<file path="src/rtl/line_burst_adapter.sv">
// line_burst_adapter: cache line fill/writeback to N-beat memory burst bridge; BURST_TIMEOUT_EN adds an idle-beat watchdog with sticky err_o
module line_burst_adapter #(
  parameter int S_OFFSET = 5,
  parameter int S_LINE   = 256,
  parameter int BEAT_W   = 64,
  parameter int TIMEOUT  = 255
) (
  input  logic              clk,
  input  logic              rst,
  input  logic [31:0]       line_addr_i,
  input  logic              line_read_i,
  input  logic              line_write_i,
  input  logic [S_LINE-1:0] line_wdata_i,
  output logic [S_LINE-1:0] line_rdata_o,
  output logic              line_resp_o,
  output logic [31:0]       mem_addr_o,
  output logic              mem_read_o,
  output logic              mem_write_o,
  output logic [BEAT_W-1:0] mem_wdata_o,
  input  logic [BEAT_W-1:0] mem_rdata_i,
  input  logic              mem_resp_i,
  output logic              err_o
);
  localparam int N  = S_LINE / BEAT_W;
  localparam int CW = N > 1 ? $clog2(N) : 1;
  typedef enum logic [2:0] {
    IDLE, RD_BURST, WR_BURST, DONE
`ifdef BURST_TIMEOUT_EN
    , ERR
`endif
  } state_t;
  state_t            state;
  logic [CW-1:0]     cnt, nxt;
  logic [S_LINE-1:0] wline;
  logic              last;
  assign last = cnt == CW'(N - 1);
  assign nxt  = last ? '0 : cnt + 1'b1;
`ifdef BURST_TIMEOUT_EN
  localparam int TW = $clog2(TIMEOUT + 1);
  logic [TW-1:0] idle;
  logic          expired;
  assign expired = idle == TW'(TIMEOUT - 1);
`else
  assign err_o = 1'b0;
`endif
  // burst sequencer: accepts a line request in IDLE, moves N beats, pulses line_resp_o in DONE
  always_ff @(posedge clk or negedge rst) begin
    if (!rst) begin
      state        <= IDLE;
      cnt          <= '0;
      wline        <= '0;
      line_rdata_o <= '0;
      line_resp_o  <= 1'b0;
      mem_addr_o   <= '0;
      mem_read_o   <= 1'b0;
      mem_write_o  <= 1'b0;
      mem_wdata_o  <= '0;
`ifdef BURST_TIMEOUT_EN
      idle         <= '0;
      err_o        <= 1'b0;
`endif
    end else begin
      case (state)
        IDLE: begin
          cnt <= '0;
          if (line_write_i || line_read_i) begin
            state       <= line_write_i ? WR_BURST : RD_BURST;
            mem_addr_o  <= line_addr_i & ~((32'd1 << S_OFFSET) - 32'd1);
            wline       <= line_wdata_i;
            mem_wdata_o <= line_wdata_i[BEAT_W-1:0];
            mem_write_o <= line_write_i;
            mem_read_o  <= !line_write_i;
`ifdef BURST_TIMEOUT_EN
            idle        <= '0;
`endif
          end
        end
        RD_BURST, WR_BURST: begin
          if (mem_resp_i) begin
            cnt         <= nxt;
            mem_wdata_o <= wline[nxt*BEAT_W +: BEAT_W];
            if (state == RD_BURST) line_rdata_o[cnt*BEAT_W +: BEAT_W] <= mem_rdata_i;
            if (last) begin
              state       <= DONE;
              mem_read_o  <= 1'b0;
              mem_write_o <= 1'b0;
              line_resp_o <= 1'b1;
            end
`ifdef BURST_TIMEOUT_EN
            idle <= '0;
          end else if (expired) begin
            state       <= ERR;
            mem_read_o  <= 1'b0;
            mem_write_o <= 1'b0;
            err_o       <= 1'b1;
          end else begin
            idle <= idle + 1'b1;
`endif
          end
        end
        DONE: begin
          state       <= IDLE;
          line_resp_o <= 1'b0;
        end
`ifdef BURST_TIMEOUT_EN
        ERR: state <= ERR;
`endif
        default: state <= IDLE;
      endcase
    end
  end
endmodule

</file>
<file path="config.mk">
export PLATFORM = sky130hd
export DESIGN_NAME = line_burst_adapter
export DESIGN_NICKNAME = d
export VERILOG_FILES = /design/src/rtl/line_burst_adapter.sv
export SDC_FILE = /design/constraint.sdc
export NUM_CORES = 1
export LEC_CHECK = 0
export CAP_MARGIN = 20
export CORE_AREA = 2 2 279 281
export DETAILED_ROUTE_END_ITERATION = 16
export DIE_AREA = 0 0 281 283
export PLACE_DENSITY = 0.69
export SYNTH_ARGS = -nofsm -noshare
export SYNTH_HDL_FRONTEND = slang
export SYNTH_SLANG_ARGS = --single-unit
</file>
<file path="constraint.sdc">
create_clock -name clk -period 3.96 [get_ports clk]
set_input_delay 0.99 -clock clk [delete_from_list [all_inputs] [get_ports clk]]
set_output_delay 0.99 -clock clk [all_outputs]
set_load 0.02 [all_outputs]
</file>
After elaboration in Yosys (flattened, before gate mapping)
Cells that the tools add are included.
Storage, ports and cells
  bits in registers: 611
Cells by class
  $add $sub $neg: 2
  eq/ne operators: 7
  shift operators: 3
  mux-type cells: 21
  reductions and logical operators: 13
Operators by type and width (number)
  bitwise mux 256 bit: 1
  variable shift 64 x 34 -> 256 bit (first input constant): 1
  variable part select 256 x 9 -> 64 bit: 1
  variable part select 64 x 34 -> 256 bit: 1
  2-to-1 mux 64 bit: 2
  case mux 64 bit (2 select lines): 1
  negation 8 -> 34 bit: 1
  AND reduction 3 bit: 4
  2-to-1 mux 3 bit: 3
  == test 3 x 2 -> 1 bit (second input constant): 2
  2-to-1 mux 1 bit: 6
  2-to-1 mux 2 bit: 3
  inequality test 2 bit (second input constant): 3
  case mux 1 bit (2 select lines): 3
  case mux 3 bit (2 select lines): 1
  case mux 2 bit (2 select lines): 1
  AND reduction 2 bit: 2
  AND reduction 4 bit: 1
  nonzero test 2 bit: 2
  == test 3 x 1 -> 1 bit (second input constant): 1
  logical NOT 3 bit: 1
  adder 2 x 1 -> 2 bit (second input constant): 1
  == test 2 bit (second input constant): 1
  OR reduction 2 bit: 1
  2 further kinds: 2

Depth between registers and ports, before layout
Gate-level depths: netlist (run 1).
  word-level depth: 5
  mapped depth: 10
  gate-level depth less buffers: 6

Least setup slack after synthesis (run 1)
Ideal clock, no wire load.
  path kind: input -> register
  start: input mem_resp_i
  end: register line_rdata_o[132]
  arrival time: 2.114 ns
  required time: 3.894 ns
  path slack: 1.780 ns
  stages: 5
  cell sequence: buf_2 -> nand3_1 -> nor4_4 -> buf_6 -> a22o_1
Between the ends
  longest elaborated chain between the ends: 1
RTL lines
  start: declaration: RTL line 21  | input logic mem_resp_i,
  AND reduction 3 bit (no source line)
  end signal: indexed assignment: RTL line 82  | if (state == RD_BURST) line_rdata_o[cnt*BEAT_W +: BEAT_W] <= mem_rdata_i;
  end: declaration: RTL line 14  | output logic [S_LINE-1:0] line_rdata_o,
Every way passes these cells.
A chain may end at the register's enable or synchronous reset.

Worst setup path after layout (run 1)
  start: register cnt[0]
  end: register line_rdata_o[102]
Between the ends
  longest elaborated chain between the ends: 3
RTL lines
  start: declaration: RTL line 33  | logic [CW-1:0] cnt, nxt;
  start signal: assignment: RTL line 80  | cnt <= nxt;
  negation 8 -> 34 bit *: RTL line 82
  variable part select 64 x 34 -> 256 bit / variable shift 64 x 34 -> 256 bit (equally long branches): RTL line 82
  bitwise mux 256 bit *: RTL line 82
Every way passes the cells marked *; elsewhere a longest branch is shown, timed or not.

==> results of run 1 <==
==> cells by family (layout without fill, tap and decap cells) <==
| kind of cell | after synthesis | in the layout |
|---|---|---|
| adder cells (fa/ha/maj) | 11 | 11 |
| multiplexers | 407 | 407 |
| flip-flops | 610 | 610 |
| AND/OR/NAND/NOR | 198 | 198 |
| AO/OA/AOI/OAI | 350 | 350 |
| other | 1 | 21 |
| buffers and inverters | 146 | 871 |
==> cell usage in the layout (no fill, tap or decap), drive strengths merged, types with 2 or more instances in the layout <==
master         synthesis  layout
clkdlybuf4s50          0     700
dfrtp                610     610
mux2                 283     283
a22o                 204     204
nand2                117     117
clkbuf                47     102
o21ai                 71      71
a21oi                 67      67
nor2                  65      65
mux2i                 64      64
mux4                  60      60
buf                   89      42
diode                  0      15
inv                   10      15
ha                    11      11
clkinv                 0      11
conb                   1       6
o22a                   4       4
nand3                  4       4
nor4                   3       3
nand2b                 2       2
nor2b                  2       2
==> routing by layer <==
metal | up-vias | wire (um)
li1 | 7666 | -
met1 | 8867 | 28700
met2 | 715 | 39200
met3 | 158 | 7020
met4 | 24 | 2710
met5 | - | 156
==> path summary, 6_finish.rpt <==
| check | startpoint | endpoint |
|---|---|---|
| setup / recovery | cnt[0]$_DFFE_PN0P_ | line_rdata_o[102]$_DFFE_PN0P_ |
| hold / removal | rst | wline[196]$_DFFE_PN0P_ |
| setup reg to reg | cnt[0]$_DFFE_PN0P_ | line_rdata_o[102]$_DFFE_PN0P_ |
| hold reg to reg | line_rdata_o[83]$_DFFE_PN0P_ | line_rdata_o[83]$_DFFE_PN0P_ |
| max in group asynchronous | rst | mem_wdata_o[51]$_DFFE_PN0P_ |
| min in group clk | line_rdata_o[83]$_DFFE_PN0P_ | line_rdata_o[83]$_DFFE_PN0P_ |
==> power by group through the flow <==
stage | Combinational [uW] | Sequential [uW] | Clock, uW
floorplan | 6270 | 10800 | 0
CTS | 11600 | 9940 | 6190
global placement | 11300 | 9840 | 0
detailed placement | 11500 | 10000 | 0
global route | 12200 | 10200 | 6450
finish | 11400 | 9940 | 6030
==> layout make-up <==
| type | count | area (um^2) | area share (%) |
|---|---|---|---|
| flip-flops and latches | 610 | 15300 | 43.5 |
| multi-input cells | 972 | 8780 | 25.0 |
| repair buffers | 743 | 7560 | 21.5 |
| clock buffers | 101 | 1960 | 5.57 |
| well taps | 1040 | 1300 | 3.71 |
| clock inverters | 17 | 165 | 0.470 |
| inverters | 10 | 37.5 | 0.107 |
| diodes | 15 | 37.5 | 0.107 |
==> critical path, stage by stage, from the launching register on <==
cell                       delay (ns)
sky130_fd_sc_hd__dfrtp_4         0.71
sky130_fd_sc_hd__inv_1           0.22
sky130_fd_sc_hd__ha_4            0.62
sky130_fd_sc_hd__nand3b_1        0.22
sky130_fd_sc_hd__nor2_4          0.27
sky130_fd_sc_hd__buf_4           0.56
sky130_fd_sc_hd__nand2_1         0.13
sky130_fd_sc_hd__o21ai_0         0.20
==> metrics by stage <==
step	utilization [%]	instances	total power, uW
2_1_floorplan	-	1728	17000
3_3_place_gp	42.9	3374	21100
3_5_place_dp	42.9	3374	21600
4_1_cts	45.7	3492	27700
5_1_grt	45.8	3507	28900
6_report	45.8	3508	27400
==> sequential cells by signal, indices dropped and copies added, names as in the netlist <==
signal and flops:
line_rdata_o 256, wline 256, mem_wdata_o 64, mem_addr_o 27, cnt 2, state 2
line_resp_o 1, mem_read_o 1, mem_write_o 1
==> flow_metrics.env, run 1 <==
export IMPL_cp_end_kind="flip-flop"
export IMPL_intPower_uw=18100
export IMPL_clock_skew_final_ns=0.0198
export IMPL_grt_max_degree=119
export IMPL_yosysTopAreaCell="sky130_fd_sc_hd__dfrtp_1"
export IMPL_postLayoutSetupSlackWorst_ns=0.863
export IMPL_sw_frac_of_total_pct=33.8
export IMPL_tightestPinTransition_ns=0.952
export IMPL_synthesis_instances=1723
export IMPL_tritoncts_num_buffers=68
export IMPL_initial_core_util_pct=32.2
export IMPL_grt_busiest_layer="met2"
export IMPL_core_um2=76700
export IMPL_placement_rows=102
export IMPL_holdWs_ns=0.406
export IMPL_yosys_register_bits=610
export IMPL_vias=17400
export IMPL_worst_reg_to_reg_path_cell_count=7
export IMPL_cell_area_after_placement_um2=32900
export IMPL_die_area_um2=79500
export IMPL_power_share_combinational_pct=41.7
export IMPL_share_of_post_route_cells_with_drive_strength_above_1_pct=20.3
export IMPL_net_switching_power_uw=9260
export IMPL_die_height_um=283
export IMPL_drc=0
export IMPL_cts_post_setup_buffers_inserted=0
export IMPL_unrepaired_setup_endpoints_after_global_routing="no"
export IMPL_timing_critical_path_fanout_max=46
export IMPL_cts_root_buffer="sky130_fd_sc_hd__clkbuf_16"
export IMPL_worst_ir_drop_vdd_mv=0.433
export IMPL_hold_path_class="in -> async"
export IMPL_timing_critical_path_from_type="flip-flop"
export IMPL_achievable_frequency_mhz=323
export IMPL_num_fill_cells=6766
export IMPL_maxSlewHeadroom_pct=36.5
export IMPL_timing_worst_setup_path_type="reg -> reg"
export IMPL_synth_top_area_share_pct=61.9
export IMPL_io_pins=713
export IMPL_result_of_the_run="complete, no violations"
export IMPL_cts_repair_resized=0
export IMPL_synth_top_flop_cell="sky130_fd_sc_hd__dfrtp_1"
export IMPL_groute_layer_met3_usage_pct=6.83
export IMPL_vias_per_cell=4.97
export IMPL_drtIter0Drc=937
export IMPL_clkTransAtPathRegs_ns=0.06
export IMPL_synth_edf_count=0
export IMPL_synth_top_cells_by_count="610 x sky130_fd_sc_hd__dfrtp_1, 283 x sky130_fd_sc_hd__mux2_2, 204 x sky130_fd_sc_hd__a22o_1"
export IMPL_ctsHoldBuffers=0
export IMPL_timing_reg2reg_setup_slack_ns=0.86
export IMPL_power_clock_fraction_pct=22.0
export IMPL_synth_compound_gate_area_share_pct=10.3
export IMPL_final_hold_violation_count=0
export IMPL_numPortBuffers=701
export IMPL_area_fraction_in_and_or_nand_and_nor_cells_after_synthesis_pct=3.26
export IMPL_totalNegativeSetupSlack_ns=0
export IMPL_maxSlewViolCount=0
export IMPL_netlist_area_pre_place_um2=24700
export IMPL_synth_mux_area_share_pct=21.0
export IMPL_num_nets_final=2773
export IMPL_totalWireLength_um=77800
export IMPL_finalSetupViolCount=0
export IMPL_die_w_um=281
export IMPL_yosysWarnings=0
export IMPL_htreeDepth=3
export IMPL_final_min_clock_period_ns=3.10
export IMPL_final_antenna_net_count=0
export IMPL_synthXorXnorAreaFrac_pct=0
export IMPL_final_min_period_over_clock_period_pct=78.2
export IMPL_grt_remaining_overflow=0
export IMPL_synth_async_sr_flop_share_pct=100
export IMPL_preCtsSetupSlack_ns=0.818
export IMPL_grt_total_usage_pct=19.2
export IMPL_cts_tree="built"
export IMPL_seq_power_share_pct=36.3
export IMPL_most_common_cell_in_the_netlist="sky130_fd_sc_hd__dfrtp_1"
export IMPL_first_global_vias=18700
export IMPL_tritoncts_num_sinks=610
export IMPL_synth_top_family_by_area="multiplexers"
export IMPL_avgSynthCellArea_um2=14.3
export IMPL_layout_area_overhead_vs_synth_pct=42.3
export IMPL_grt_pass1_wl_um=117000
export IMPL_grt_antenna_before_repair=31
export IMPL_use_met2_pct=32.5
export IMPL_arr_time_crit_path_ns=3.59
export IMPL_buffers_from_clock_root_to_sink_at_most=3
export IMPL_synth_fa_ha_area_share_pct=0.558
export IMPL_post_drt_wl_per_cell_um=22.2
export IMPL_insertion_delay_ns=0.60
export IMPL_critical_path_required_ns=4.45
export IMPL_hpwl_um=55900
export IMPL_leakagePower_uw=0.0148
export IMPL_power_density_cell_area_nw_per_um2=780
export IMPL_synthTopCellsByArea="sky130_fd_sc_hd__dfrtp_1 62%, sky130_fd_sc_hd__mux2_2 13%, sky130_fd_sc_hd__a22o_1 7.2%"
export IMPL_seq_area_frac_synth_pct=61.9
export IMPL_global_route_usage_met1_pct=21.8
export IMPL_place_gp_congestion=0.848
export IMPL_dr_pass1_iters=7
export IMPL_unique_masters_post_synth=36
export IMPL_finish_instance_area_um2=35100
export IMPL_max_cap_viols=0
No activity file was read; power rests on OpenSTA's default activity.
==> inputs of run 2 (changes only) <==
Settings changed: CORE_AREA 2 2 279 281 to 2 2 281 283, DIE_AREA 0 0 281 283 to 0 0 283 285, PLACE_DENSITY 0.69 to 0.7.
Clock period 3.96 ns to 2.48 ns, I/O delays scaled along.
==> run 2 against run 1 <==
  * First-iteration DRC count down 1.9%
  * Final cell count up 1.7%
  * Utilization up 0.25 points
  * Global-route usage down 0.34 points
  * Non-clock buffer count up 61
  * Critical path depth down 6
  * Clock power up 66%
  * Hold slack better by 0.078 ns
  * Register-to-register slack worse by 0.55 ns
  * Via count up 1.8%
  * Critical path type is now reg -> out
  * Critical endpoint is now mem_wdata_o[59]
  * Highest routed layer unchanged
==> flow_metrics.env, run 2 (synthesized netlist as in run 1, its figures left out) <==
export IMPL_result_of_the_run="complete, no violations"
export IMPL_die_area_um2=80700
export IMPL_cts_root_buffer="sky130_fd_sc_hd__clkbuf_16"
export IMPL_ctsHoldBuffers=1
export IMPL_tritoncts_num_sinks=610
export IMPL_leakagePower_uw=0.0152
export IMPL_drc=0
export IMPL_initial_core_util_pct=31.6
export IMPL_numPortBuffers=701
export IMPL_die_w_um=283
export IMPL_critical_path_required_ns=1.86
export IMPL_worstReg2RegStart="cnt[0]$_DFFE_PN0P_"
export IMPL_finish_instance_area_um2=35900
export IMPL_tritoncts_num_buffers=68
export IMPL_worstReg2RegEnd="mem_wdata_o[50]$_DFFE_PN0P_"
export IMPL_htreeDepth=3
export IMPL_place_gp_congestion=0.830
export IMPL_layout_area_overhead_vs_synth_pct=45.4
export IMPL_final_min_period_over_clock_period_pct=93.8
export IMPL_met2RoutedLength_um=38600
export IMPL_power_density_cell_area_nw_per_um2=1250
export IMPL_top_layer="met5"
export IMPL_timing_worst_setup_path_type="reg -> out"
export IMPL_cts_post_setup_buffers_inserted=0
export IMPL_vias_per_cell=4.97
export IMPL_arr_time_crit_path_ns=1.71
export IMPL_maxSlewViolCount=0
export IMPL_cts_repair_resized=0
export IMPL_final_util_pct=46.0
export IMPL_layout_common_cells="700 x sky130_fd_sc_hd__clkdlybuf4s50_1, 609 x sky130_fd_sc_hd__dfrtp_1, 283 x sky130_fd_sc_hd__mux2_2, 204 x sky130_fd_sc_hd__a22o_1, 117 x sky130_fd_sc_hd__nand2_1"
export IMPL_final_antenna_net_count=0
export IMPL_cts_tree="built"
export IMPL_crit_slowest_cell="sky130_fd_sc_hd__clkdlybuf4s50_1"
export IMPL_holdWs_ns=0.484
export IMPL_unrepaired_setup_endpoints_after_global_routing="no"
export IMPL_tightestPinTransition_ns=0.895
export IMPL_hold_path_class="reg -> reg"
export IMPL_worst_reg_to_reg_path_cell_count=7
export IMPL_timing_critical_path_fanout_max=2
export IMPL_dr_pass1_iters=6
export IMPL_routedLengthMet1_um=28800
export IMPL_commonest_non_fill_non_tap_cell_in_the_layout="sky130_fd_sc_hd__clkdlybuf4s50_1"
export IMPL_num_nets_final=2834
export IMPL_wl_met3_um=6800
export IMPL_worstPathBufferInverterCount=1
export IMPL_die_height_um=285
export IMPL_final_hold_violation_count=0
export IMPL_crit_path_cell_trace="clkdlybuf4s50_1"
export IMPL_insertion_delay_ns=0.60
export IMPL_grt_remaining_overflow=0
export IMPL_cp_slowest_stage_delay_ns=0.68
export IMPL_cell_area_after_placement_um2=33600
export IMPL_achievable_frequency_mhz=430
export IMPL_hold_path_endpoint="line_rdata_o[91]$_DFFE_PN0P_"
export IMPL_preCtsSetupSlack_ns=-0.0832
export IMPL_post_drt_wl_per_cell_um=21.6
export IMPL_placement_rows=103
export IMPL_finalSetupViolCount=0
export IMPL_share_of_post_route_cells_with_drive_strength_above_1_pct=22.5
export IMPL_clkTransAtPathRegs_ns=0.06
export IMPL_grt_total_usage_pct=18.9
export IMPL_timing_critical_path_from_type="flip-flop"
export IMPL_worst_path_dominant_cell_family="buffers and inverters"
export IMPL_hpwl_um=56100
export IMPL_worst_ir_drop_vdd_mv=0.842
export IMPL_core_um2=78000
export IMPL_final_min_clock_period_ns=2.33
export IMPL_buffers_from_clock_root_to_sink_at_most=3
export IMPL_cp_end_kind="primary output"
export IMPL_totalWireLength_um=77100
export IMPL_grt_max_degree=67
export IMPL_min_from="line_rdata_o[91]$_DFFE_PN0P_"
export IMPL_clock_skew_final_ns=0.0343
export IMPL_layout_top_registers="line_rdata_o x256, wline x256, mem_wdata_o x64"
export IMPL_vias=17700
export IMPL_first_global_vias=19100
export IMPL_grt_antenna_before_repair=22
export IMPL_totalNegativeSetupSlack_ns=0
export IMPL_worst_hold_depth=2
export IMPL_drtIter0Drc=919
export IMPL_postLayoutSetupSlackWorst_ns=0.154
export IMPL_maxSlewHeadroom_pct=40.4
export IMPL_timing_reg2reg_setup_slack_ns=0.31
export IMPL_io_pins=713
export IMPL_grt_pass1_wl_um=118000
export IMPL_max_cap_viols=0
[run 2: stage by stage]
step	instances	power, uW
6_report	3567	44700
3_5_place_dp	3445	35000
3_3_place_gp	3445	34200
2_1_floorplan	1728	27200
4_1_cts	3559	45200
5_1_grt	3566	47100
[run 2: final cells by class]
cell class / count / area [um^2]
multi-input combinational: 972 / 8780
tap: 1050 / 1310
fill: 6804 / 42100
sequential: 610 / 15300
antenna: 8 / 20.0
inverter: 10 / 37.5
clock inverter: 16 / 233
clock buffer: 97 / 2000
timing repair buffer: 804 / 8220
[run 2: layer usage]
metal | track usage, % | vias up
met5 | 0 | -
met4 | 7.18 | 22
met3 | 6.83 | 184
met2 | 32.2 | 730
met1 | 21.7 | 9037
li1 | - | 7770
[run 2: how the worst max path moves through the flow]
stage                                 from                           to  cells past startpoint
2_1_floorplan           cnt[0]$_DFFE_PN0P_  mem_wdata_o[59]$_DFFE_PN0P_                      9
3_3_place_gp                    mem_resp_i  mem_wdata_o[61]$_DFFE_PN0P_                      8
3_5_place_dp                    mem_resp_i  mem_wdata_o[50]$_DFFE_PN0P_                      8
4_1_cts        mem_wdata_o[59]$_DFFE_PN0P_              mem_wdata_o[59]                      1
5_1_grt        mem_wdata_o[59]$_DFFE_PN0P_              mem_wdata_o[59]                      1
6_report       mem_wdata_o[59]$_DFFE_PN0P_              mem_wdata_o[59]                      1
[run 2: power by group]
part	switching (uW)	internal, uW	leakage (uW)	total (uW)
clock	4150	5870	0.00108	10000
sequential	2110	13800	0.00767	15900
combinational	8720	10100	0.00643	18800
[run 2: worst register-to-register path, delay by kind of cell, from the launching register on]
family                     cells  cell delay (ns)
muxes                          2             0.48
buffers and inverters          3             0.64
adders and majority gates      1             0.34
AOI/OAI and AO/OA              1             0.10
DFF                            1             0.50
==> inputs of run 3 (changes only) <==
Settings changed: MAX_ROUTING_LAYER set to met4.
==> run 3 against run 2 <==
  * Combinational power is essentially flat
  * Register-to-register slack is essentially flat
  * Non-clock buffer count is the same
  * Largest cell class unchanged
  * Via count shrank 0.42%
  * Final area is essentially flat
  * Largest power group unchanged
==> flow_metrics.env, run 3 (synthesized netlist as in run 1, its figures left out) <==
export IMPL_worst_reg_to_reg_path_cell_count=7
export IMPL_cts_post_setup_buffers_inserted=0
export IMPL_vias=17700
export IMPL_crit_path_cell_trace="clkdlybuf4s50_1"
export IMPL_io_pins=713
export IMPL_maxSlewViolCount=0
export IMPL_final_util_pct=46.1
export IMPL_fin_total_pwr_uw=44700
export IMPL_final_antenna_net_count=0
export IMPL_achievable_frequency_mhz=430
export IMPL_share_of_post_route_cells_with_drive_strength_above_1_pct=22.5
export IMPL_timing_critical_path_fanout_max=2
export IMPL_totalWireLength_um=77000
export IMPL_maxSlewHeadroom_pct=42.9
export IMPL_vias_per_cell=4.93
export IMPL_timing_reg2reg_setup_slack_ns=0.31
export IMPL_layout_top_registers="line_rdata_o x256, wline x256, mem_wdata_o x64"
export IMPL_clock_skew_final_ns=0.0366
export IMPL_num_nets_final=2834
export IMPL_worst_ir_drop_vdd_mv=0.839
export IMPL_insertion_delay_ns=0.61
export IMPL_holdWs_ns=0.484
export IMPL_cts_tree="built"
export IMPL_leakagePower_uw=0.0152
export IMPL_core_um2=78000
export IMPL_timing_critical_path_from_type="flip-flop"
export IMPL_tritoncts_num_sinks=610
export IMPL_buffers_from_clock_root_to_sink_at_most=3
export IMPL_die_area_um2=80700
export IMPL_hold_path_class="reg -> reg"
export IMPL_grt_antenna_before_repair=24
export IMPL_power_density_cell_area_nw_per_um2=1240
export IMPL_arr_time_crit_path_ns=1.70
export IMPL_tritoncts_num_buffers=68
export IMPL_drtIter0Drc=910
export IMPL_commonest_non_fill_non_tap_cell_in_the_layout="sky130_fd_sc_hd__clkdlybuf4s50_1"
export IMPL_finish_instance_area_um2=35900
export IMPL_post_drt_wl_per_cell_um=21.5
export IMPL_layout_common_cells="700 x sky130_fd_sc_hd__clkdlybuf4s50_1, 609 x sky130_fd_sc_hd__dfrtp_1, 283 x sky130_fd_sc_hd__mux2_2, 204 x sky130_fd_sc_hd__a22o_1, 117 x sky130_fd_sc_hd__nand2_1"
export IMPL_place_gp_congestion=0.843
export IMPL_grt_remaining_overflow=0
export IMPL_ctsHoldBuffers=1
export IMPL_finalSetupViolCount=0
export IMPL_critical_path_endpoint="mem_wdata_o[59]"
export IMPL_cell_area_after_placement_um2=33600
export IMPL_cp_end_kind="primary output"
export IMPL_cts_repair_resized=0
export IMPL_worstReg2RegStart="cnt[0]$_DFFE_PN0P_"
export IMPL_worstPathBufferInverterCount=1
export IMPL_clkTransAtPathRegs_ns=0.06
export IMPL_layout_area_overhead_vs_synth_pct=45.6
export IMPL_dr_pass1_iters=5
export IMPL_totalNegativeSetupSlack_ns=0
export IMPL_drc=0
export IMPL_result_of_the_run="complete, no violations"
export IMPL_grt_total_usage_pct=19.5
export IMPL_crit_slowest_cell="sky130_fd_sc_hd__clkdlybuf4s50_1"
export IMPL_critical_path_required_ns=1.86
export IMPL_numPortBuffers=701
export IMPL_htreeDepth=3
export IMPL_final_min_clock_period_ns=2.32
export IMPL_final_min_period_over_clock_period_pct=93.7
export IMPL_die_w_um=283
export IMPL_initial_core_util_pct=31.6
export IMPL_placement_rows=103
export IMPL_worst_path_dominant_cell_family="buffers and inverters"
export IMPL_unrepaired_setup_endpoints_after_global_routing="no"
export IMPL_max_cap_viols=0
export IMPL_die_height_um=285
export IMPL_tightestPinTransition_ns=0.856
export IMPL_hpwl_um=56100
export IMPL_grt_max_degree=67
export IMPL_final_hold_violation_count=0
export IMPL_cts_root_buffer="sky130_fd_sc_hd__clkbuf_16"
export IMPL_timing_critical_path_depth=1
export IMPL_critPathLaunch="mem_wdata_o[59]$_DFFE_PN0P_"
export IMPL_timing_worst_setup_path_type="reg -> out"
export IMPL_cp_slowest_stage_delay_ns=0.68
export IMPL_first_global_vias=19100
export IMPL_worstReg2RegEnd="mem_wdata_o[30]$_DFFE_PN0P_"
export IMPL_grt_pass1_wl_um=118000
## run 3: cell type report
cell class,instances,area (um^2)
antenna,22,55.1
inverter,10,37.5
timing repair buffer,804,8220
tap,1050,1310
sequential,610,15300
multi-input combinational,972,8780
clock inverter,16,233
fill,6797,42100
clock buffer,97,2000
## run 3: how the worst min path moves through the flow
stage	start	end	slack, ns	cells past startpoint
final	line_rdata_o[112]$_DFFE_PN0P_	line_rdata_o[112]$_DFFE_PN0P_	0.48	2
after floorplan	rst	cnt[0]$_DFFE_PN0P_	0.32	0
after CTS	line_rdata_o[112]$_DFFE_PN0P_	line_rdata_o[112]$_DFFE_PN0P_	0.49	2
after global routing	mem_read_o$_DFFE_PN0P_	mem_read_o$_DFFE_PN0P_	0.51	1
after global placement	wline[63]$_DFFE_PN0P_	wline[63]$_DFFE_PN0P_	0.46	2
after detailed placement	line_rdata_o[99]$_DFFE_PN0P_	line_rdata_o[99]$_DFFE_PN0P_	0.47	2
## run 3: where the power goes
| group | total [uW] | switching (uW) | internal [uW] |
|---|---|---|---|
| clock network | 10000 | 4160 | 5870 |
| logic | 18800 | 8710 | 10100 |
| registers | 15900 | 2110 | 13800 |
| total | 44700 | 15000 | 29700 |
## run 3: metrics by stage
step | instances | worst slack, ns
after floorplan | 1728 | 0.435
after global placement | 3445 | -0.0304
after detailed placement | 3445 | -0.0832
after CTS | 3559 | 0.0998
after global routing | 3580 | 0.0958
final | 3581 | 0.156
## run 3: metal layers
layer | global-route usage, % | wire length, um
met3 | 7.05 | 7160
met4 | 7.39 | 2570
met5 | - | 0
met1 | 21.6 | 28600
met2 | 32.1 | 38600
